## src/rtl/crack_display_pkg.sv

```systemverilog
// Shared types and glyph constants for the crack result display.
package crack_display_pkg;

  typedef enum logic [1:0] {
    ST_SEARCH = 2'd0,
    ST_FOUND  = 2'd1,
    ST_FAIL   = 2'd2
  } disp_state_t;

  localparam int         NUM_DIGITS = 6;
  localparam logic [6:0] SEG_BLANK  = 7'h7F;
  localparam logic [6:0] SEG_DASH   = 7'h3F;
  localparam logic [6:0] SEG_ZERO   = 7'h40;

endpackage

```

## src/rtl/SevenSegmentDisplayDecoder.sv

```systemverilog
// Hex nibble to active-low seven-segment pattern (bit0 = a ... bit6 = g).
module SevenSegmentDisplayDecoder (
  input  logic [3:0] nibble,
  output logic [6:0] segments
);

  // Pure lookup; one font entry per hex digit.
  always_comb begin
    segments = 7'h7F;
    unique case (nibble)
      4'h0: segments = 7'h40;
      4'h1: segments = 7'h79;
      4'h2: segments = 7'h24;
      4'h3: segments = 7'h30;
      4'h4: segments = 7'h19;
      4'h5: segments = 7'h12;
      4'h6: segments = 7'h02;
      4'h7: segments = 7'h78;
      4'h8: segments = 7'h00;
      4'h9: segments = 7'h10;
      4'hA: segments = 7'h08;
      4'hB: segments = 7'h03;
      4'hC: segments = 7'h46;
      4'hD: segments = 7'h21;
      4'hE: segments = 7'h06;
      4'hF: segments = 7'h0E;
      default: segments = 7'h7F;
    endcase
  end

endmodule

```

## src/rtl/crack_result_display.sv

```systemverilog
// Status stage after rc4_crack_controller: shows the live candidate key at a
// slow refresh rate while searching, then holds the found key or a dash glyph.
// Optional blinking of the found key is enabled by defining
// CRACK_DISPLAY_BLINK_EN.
module crack_result_display
  import crack_display_pkg::*;
#(
  parameter int REFRESH_DIV = 5_000_000,
  parameter int BLINK_DIV   = 25_000_000
) (
  input  logic        clk,
  input  logic        reset,
  input  logic [23:0] secret_key,
  input  logic        finish,
  input  logic        valid,
  input  logic [3:0]  crack_core_id,
  output logic [6:0]  hex0,
  output logic [6:0]  hex1,
  output logic [6:0]  hex2,
  output logic [6:0]  hex3,
  output logic [6:0]  hex4,
  output logic [6:0]  hex5,
  output logic        led_busy,
  output logic        led_found,
  output logic        led_fail,
  output logic [3:0]  shown_core_id
);

  localparam int             REF_W    = $clog2(REFRESH_DIV);
  localparam logic [REF_W-1:0] REF_LAST = REF_W'(REFRESH_DIV - 1);

  // Divisors below 2 would leave the counters with no terminal count.
  if (REFRESH_DIV < 2) begin : g_bad_refresh
    $error("REFRESH_DIV must be >= 2");
  end
  if (BLINK_DIV < 2) begin : g_bad_blink
    $error("BLINK_DIV must be >= 2");
  end

  disp_state_t      state;
  logic [23:0]      disp_key;
  logic [REF_W-1:0] refresh_cnt;

  // Main FSM: periodic live sampling in SEARCH, capture on finish,
  // sticky result states until finish drops.
  always_ff @(posedge clk) begin
    if (reset) begin
      state         <= ST_SEARCH;
      disp_key      <= '0;
      shown_core_id <= '0;
      refresh_cnt   <= '0;
    end else begin
      unique case (state)
        ST_SEARCH: begin
          if (finish) begin
            // Finish capture takes priority over a coincident refresh sample.
            refresh_cnt <= '0;
            if (valid) begin
              state         <= ST_FOUND;
              disp_key      <= secret_key;
              shown_core_id <= crack_core_id;
            end else begin
              state <= ST_FAIL;
            end
          end else if (refresh_cnt == REF_LAST) begin
            refresh_cnt <= '0;
            disp_key    <= secret_key;
          end else begin
            refresh_cnt <= refresh_cnt + 1'b1;
          end
        end
        default: begin
          if (!finish) begin
            state       <= ST_SEARCH;
            refresh_cnt <= '0;
          end
        end
      endcase
    end
  end

  assign led_busy  = (state == ST_SEARCH);
  assign led_found = (state == ST_FOUND);
  assign led_fail  = (state == ST_FAIL);

`ifdef CRACK_DISPLAY_BLINK_EN
  localparam int               BLK_W    = $clog2(BLINK_DIV);
  localparam logic [BLK_W-1:0] BLK_LAST = BLK_W'(BLINK_DIV - 1);

  logic [BLK_W-1:0] blink_cnt;
  logic             blink_on;

  // Blink timer: parked at the start of an "on" half-period outside FOUND,
  // so every entry into FOUND begins with the key visible.
  always_ff @(posedge clk) begin
    if (reset || state != ST_FOUND) begin
      blink_cnt <= '0;
      blink_on  <= 1'b1;
    end else if (blink_cnt == BLK_LAST) begin
      blink_cnt <= '0;
      blink_on  <= ~blink_on;
    end else begin
      blink_cnt <= blink_cnt + 1'b1;
    end
  end
`endif

  logic [NUM_DIGITS-1:0][3:0] key_nib;
  logic [NUM_DIGITS-1:0][6:0] seg_dec;
  logic [NUM_DIGITS-1:0][6:0] seg_out;

  assign key_nib = disp_key;

  SevenSegmentDisplayDecoder u_dec [NUM_DIGITS-1:0] (
    .nibble   (key_nib),
    .segments (seg_dec)
  );

  // Glyph override after the decoders: dashes on failure, blank in blink-off.
  always_comb begin
    seg_out = seg_dec;
    for (int i = 0; i < NUM_DIGITS; i++) begin
      if (state == ST_FAIL) seg_out[i] = SEG_DASH;
`ifdef CRACK_DISPLAY_BLINK_EN
      else if (state == ST_FOUND && !blink_on) seg_out[i] = SEG_BLANK;
`endif
    end
  end

  assign hex0 = seg_out[0];
  assign hex1 = seg_out[1];
  assign hex2 = seg_out[2];
  assign hex3 = seg_out[3];
  assign hex4 = seg_out[4];
  assign hex5 = seg_out[5];

endmodule

```

## config.mk

```make
export PLATFORM = sky130hd
export DESIGN_NAME = crack_result_display
export DESIGN_NICKNAME = d
export VERILOG_FILES = /design/src/rtl/crack_display_pkg.sv /design/src/rtl/SevenSegmentDisplayDecoder.sv /design/src/rtl/crack_result_display.sv
export SDC_FILE = /design/constraint.sdc
export NUM_CORES = 1
export LEC_CHECK = 0
export CAP_MARGIN = 20
export CORE_UTILIZATION = 45
export CTS_CLUSTER_DIAMETER = 40
export DETAILED_ROUTE_END_ITERATION = 16
export GPL_TIMING_DRIVEN = 0
export PLACE_DENSITY_LB_ADDON = 0.12
export SYNTH_ARGS = -nofsm -noshare
export SYNTH_HDL_FRONTEND = slang
export SYNTH_SLANG_ARGS = --single-unit
export TNS_END_PERCENT = 10
```

## constraint.sdc

```tcl
create_clock -name clk -period 3.9 [get_ports clk]
set_input_delay 0.78 -clock clk [delete_from_list [all_inputs] [get_ports clk]]
set_output_delay 0.78 -clock clk [all_outputs]
set_load 0.02 [all_outputs]
```

Word level (Yosys, flattened, before mapping)
Memories as Yosys holds them, arrays and structs flattened. A register that Yosys moved wholly into a read port is not among the register bits.
Index checks and enable logic that the tools add are counted.
W data, S select, Z words.
{ "op_classes": {"n_addsub": 1, "n_eq_ne": 6, "n_mux": 29, "reduce_logical": 5} }
{ "ops": {"columns": ["operator", "count"], "rows": [
  ["$mux W23", 4],
  ["$mux W24", 3],
  ["$mux W4", 12],
  ["$mux W7", 6],
  ["$add A23 B1 Y23 const B", 1],
  ["$eq A23 B23 Y1 const B", 1],
  ["$mux W2", 4],
  ["$reduce_and A3 Y1", 2],
  ["$ne A2 B1 Y1 const B", 2],
  ["$eq A2 B1 Y1 const B", 1],
  ["$eq A2 B2 Y1 const B", 1],
  ["$logic_not A2 Y1", 1],
  ["$ne A2 B2 Y1 const B", 1],
  ["$reduce_and A2 Y1", 1],
  ["$reduce_bool A2 Y1", 1]
]} }
{ "totals": {"register_bits": 53, "rom_bits": 672, "inputBits": 32, "output_inout_bits": 49, "word_cells": 51, "memories": 6} }
{ "mem_list": {"columns": ["name", "words", "width", "read_ports", "rd_clocked_by_memory_dff", "wr", "line", "rtl"], "rows": [
  ["(name not given)", 16, 7, 1, 1, 0, "SevenSegmentDisplayDecoder.sv:10", "unique case (nibble)"],
  ["(name not given)", 16, 7, 1, 1, 0, "SevenSegmentDisplayDecoder.sv:10", null],
  ["(name not given)", 16, 7, 1, 1, 0, "SevenSegmentDisplayDecoder.sv:10", null],
  ["(name not given)", 16, 7, 1, 1, 0, "SevenSegmentDisplayDecoder.sv:10", null],
  ["(name not given)", 16, 7, 1, 1, 0, "SevenSegmentDisplayDecoder.sv:10", null],
  ["(name not given)", 16, 7, 1, 1, 0, "SevenSegmentDisplayDecoder.sv:10", null]
]} }

Depth between registers and ports, before layout
{ "depth": {"depth_word": 5, "mapped_depth": 14, "ltp_nobuf": 12} }

Hierarchy
From an unflattened synthesis, not the netlist that was laid out.
{ "hier_totals": {"hier_cells": 556, "area_unflattened_um2": 4614.4} }
{ "by_module_without_submodules": {"columns": ["mod", "n_inst", "cells_each", "area_per_inst_um2", "seq_area_each_um2"], "rows": [
  ["crack_result_display", 1, 361, 2990.4, 1061.0],
  ["SevenSegmentDisplayDecoder at u_dec[0] ...", 5, 32, 275.3, 0.0],
  ["SevenSegmentDisplayDecoder at u_dec[3]", 1, 35, 247.7, 0.0]
]} }

Least setup slack after synthesis
OpenSTA, ideal clock, no wires.
{ "synth_path": {"path_kind": "input -> register", "startpoint": "input port finish", "endpoint": "register u_dec[0].segments[4] (netlist name)", "setup_time_ns": 0.132, "arrival_time_ns": 2.762, "t_required_ns": 3.768, "slack_ns": 1.006, "cell_stages": 10, "path_buffers": 2, "cell_sequence": "and3_1 -> buf_4 -> a31oi_4 -> buf_2 -> mux2i_1 -> inv_1 -> ha_1 -> mux2_2 -> a21oi_1 -> o32ai_1"} }
{ "synth_via": {"elab_chain_len": 4, "elab_cells_between_ends": 6, "cone_classes": "eq/ne: 1; mux: 3; reduce/logical: 2"} }
{ "synth_rtl": {"columns": ["element", "line", "rtl"], "rows": [
  ["from (decl)", "crack_result_display.sv:14", "input logic finish,"],
  ["$ne A2 B1 Y1 (no source line) or $reduce_bool A2 Y1 (tied branches)", null, null],
  ["$reduce_and A3 Y1 (no source line)", null, null],
  ["$mux W4 (no source line) (*) (2 in series)", null, null]
]} }
Every way passes the cells marked *; elsewhere a longest branch is shown, timed or not.
A chain may end at the register's enable or synchronous reset.

Worst setup path in the final report
{ "layout_path": {"startpoint": "input port reset", "endpoint": "register refresh_cnt[13]"} }
{ "layout_lines": {"columns": ["element", "line", "rtl"], "rows": [
  ["from (decl)", "crack_result_display.sv:12", "input logic reset,"],
  ["to (signal assigned)", "crack_result_display.sv:69", "refresh_cnt <= refresh_cnt + 1'b1;"],
  ["to (decl)", "crack_result_display.sv:42", "logic [REF_W-1:0] refresh_cnt;"]
]} }
No word-level cell between the ends.

==> run_results.csv <==
group,metric,value,unit
status,status,"finished clean",
routing,postRouteAntennaNets,0,
power_and_ir_drop,ir_worst_vdd,0.2231,mV
clock_network,cts_num_sinks,95,
sta,finalCriticalPeriod,3.686,ns
power_and_ir_drop,power_density,475.8,nW/um2
routing,drc,0,
placed_design,dp_slack,-0.4731,ns
power_and_ir_drop,power.leakage,3.236,nW
critical_path,cp.arrival,3.90,ns
synth,synth_top_area_share,32.46,%
layout,area_growth,23.07,%
sta,maxSlewViolCount,0,
floorplan,dieArea,13480,um2
critical_path,timing_worst_setup_path_type,"input port to register",
clock_network,cts_tree,"done",
synth,ys_warn_count,0,
global_routing,grt-ovfl-total,0,
critical_path,r2r_cells,11,
synth,avgSynthCellArea,8.717,um2
synth,async_flop_share,0,%
layout,final_util,56.90,%
sta,max_freq,0.2713,GHz
floorplan,io_pins,81,
global_routing,antenna_found_initial,0,
critical_path,slowest_stage,"clkdlybuf4s50_1",
critical_path,critPathTopFamily,"buffers and inverters",
critical_path,r2r_slack,0.42,ns
critical_path,reg2reg_to,"u_dec[5].segments[4]",
layout,layout_commonest_cell,"dfxtp_1",
layout,diodes,0,
placed_design,place_inst,924,
synth,mappedNetlistNets,742,
critical_path,start_kind,"input port",
global_routing,grt_max_degree,16,
synth,synth_top_area_cell,"dfxtp_1",
synth,synth.distinct_cells,52,
critical_path,critPathMaxFanout,10,
sta,finalHoldViolations,0,
sta,rsz0062_at_grt,"false",
layout,layout.cells.non_filler,940,
global_routing,grt_usage,24.27,%
worst_hold_path,hold_path_class,"register to register",
clock_network,clk_latency,0.36,ns
synth,netlist_area,5858,um2
floorplan,placementRows,41,
sta,finClkSkew,0.01039,ns
critical_path,path_cells,"clkdlybuf4s50_1 -> clkbuf_2 -> clkbuf_1 -> clkbuf_2 -> clkbuf_1 -> buf_1 -> a21oi_1",
sta,tightest_slew,0.7444,ns
placed_design,dp_hpwl,11450,um
critical_path,r2r_start,"refresh_cnt[0]",
clock_network,cts_buffer_depth,2,
clock_network,postCtsHoldBufs,0,
clock_network,clk_pin_slew_worst_paths,0.06,ns
placed_design,routabilityCongestion,0.8738,
sta,max-slew-margin-rel,48.96,%
critical_path,crit_path_end_kind,"register",
critical_path,slowest_delay,0.72,ns
synth,synthCells,672,
synth,synth-main-ff-cell,"dfxtp_1",
routing,wl,15660,um
floorplan,initial_core_util,46.23,%
placed_design,port_buffers,80,
sta,fin_ws,0.2139,ns
floorplan,die_w,116.1,um
sta,fin_crit_sh,94.52,%
clock_network,cts_buffers,9,
run,cap_violations,0,
routing,vias,5170,
layout,finalNetCount,833,
global_routing,grt_pass1_vias,4957,
worst_hold_path,hold_end,"shown_core_id[3]",
sta,setup_viol,0,
synth,synthTopCellsByArea,"dfxtp_1 32%, mux2i_1 9.9%, ha_1 8.1%",
clock_network,cts_htree_levels,3,
clock_network,cts-root-buf,"clkbuf_16",
critical_path,cp_num_buf_inv,6,
routing,viasPerCell,5.500,
layout,drive_above_1_share,7.552,%
worst_hold_path,min_delay_path_depth,2,
critical_path,required,4.11,ns
routing,drtPass1Iterations,7,
synth,yosysSeqAreaShare,32.46,%
synth,synth_edf_count,0,
floorplan,core-area,12670,um2
floorplan,die_h,116.1,um
clock_network,cts_setup_buffers,0,
worst_hold_path,hold_start,"shown_core_id[3]",
layout,final_cell_mix,"95 x dfxtp_1, 80 x clkdlybuf4s50_1, 71 x nand2b_1",
routing,drt_iter0_drc,350,
global_routing,grt_pass1_wl,24810,um
routing,wl_per_cell,16.66,um
synth,synth.ff_latch_count,95,
-- cell families (layout without fill, tap and decap cells) --
| logic type | Yosys count | count (layout) | share of synthesized area, % |
|---|---|---|---|
| AND/OR/NAND/NOR | 251 | 251 | 23.20 |
| AO/OA/AOI/OAI | 126 | 126 | 16.94 |
| buffers and inverters | 81 | 177 | 5.596 |
| multiplexers | 66 | 66 | 11.45 |
| flip-flops | 95 | 95 | 32.46 |
| adder cells (fa/ha/maj) | 38 | 38 | 8.116 |
| XOR/XNOR | 15 | 15 | 2.243 |
-- layer usage --
metal  wire length (um)  share of wire [%]  vias to the layer above  track usage [%]
met5                  0                  0                        -                0
met4                400                2.6                        0            11.71
met3               1051                6.7                       26            3.633
met2               7292                 47                      199            40.52
met1               6911                 44                     2416            30.77
li1                   -                  -                     2529                -
-- repair_timing --
action                                 4_1_cts  5_1_grt
gates resized for setup                      1        2
cloned                                       0        0
pin swaps                                    0        0
setup endpoints to repair                    3       12
endpoints found under the hold margin        0        0
-- cell type report --
class | count | area [um2]
repair buffers | 80 | 800.8
multi-input cells | 496 | 3628
clock buffers | 11 | 252.7
inverters | 54 | 202.7
flip-flops and latches | 95 | 1902
well taps | 172 | 215.2
fillers | 1188 | 5461
plain buffers | 27 | 127.6
clock inverters | 5 | 80.08
-- tightest hold or removal path, cell delays in order, from the launching register on --
cell and delay (ns):
dfxtp_1 0.31, nand2_1 0.05, a21oi_1 0.05
-- synth_stat cells (all sizes together), types with 2 or more instances --
master,count
a211oi,22
a21oi,23
a221oi,5
a22o,10
a31oi,8
a32o,6
and2,7
and3,5
and4,3
buf,12
clkbuf,15
dfxtp,95
ha,38
inv,54
mux2,8
mux2i,58
nand2,39
nand2b,71
nand3,8
nand3b,4
nand4,4
nand4b,7
nand4bb,2
nor2,63
nor2b,13
nor3,8
nor4,3
nor4b,2
o21a,6
o21ai,16
o22ai,15
o32ai,12
or2,7
or3,2
xnor2,4
xor2,11
-- registers in the layout, indices dropped and copies added (netlist names) --
signal and flops:
state 2, shown_core_id 4, disp_key 24, u_dec.segments 42, refresh_cnt 23
-- worst max path at each step --
stage | startpoint | endpoint | slack [ns] | depth (start not counted)
floorplan | finish | u_dec[0].segments[4] | 1.01 | 10
global placement | reset | u_dec[2].segments[4] | -0.35 | 10
detailed placement | reset | u_dec[5].segments[4] | -0.47 | 10
CTS | reset | u_dec[5].segments[4] | 0.12 | 10
global route | reset | u_dec[0].segments[4] | 0.08 | 10
finish | reset | refresh_cnt[13] | 0.21 | 7
-- power by group --
group	switching, mW	internal (mW)	total (mW)
combinational	0.698	0.585	1.28
sequential	0.0527	1.10	1.16
clock	0.395	0.596	0.991
-- metrics by stage --
step           hold WS [ns]  TNS [ns]  cell area [um2]  power, mW
3_3_place_gp         0.4417    -6.985             6874      2.434
5_1_grt              0.4971         0             7209      3.590
2_1_floorplan        0.4583         0             5858      1.954
3_5_place_dp         0.4481    -11.08             6874      2.456
4_1_cts              0.4570         0             7208      3.448
6_report             0.4570         0             7209      3.430
Note: power is estimated with default switching activity, not from simulation.
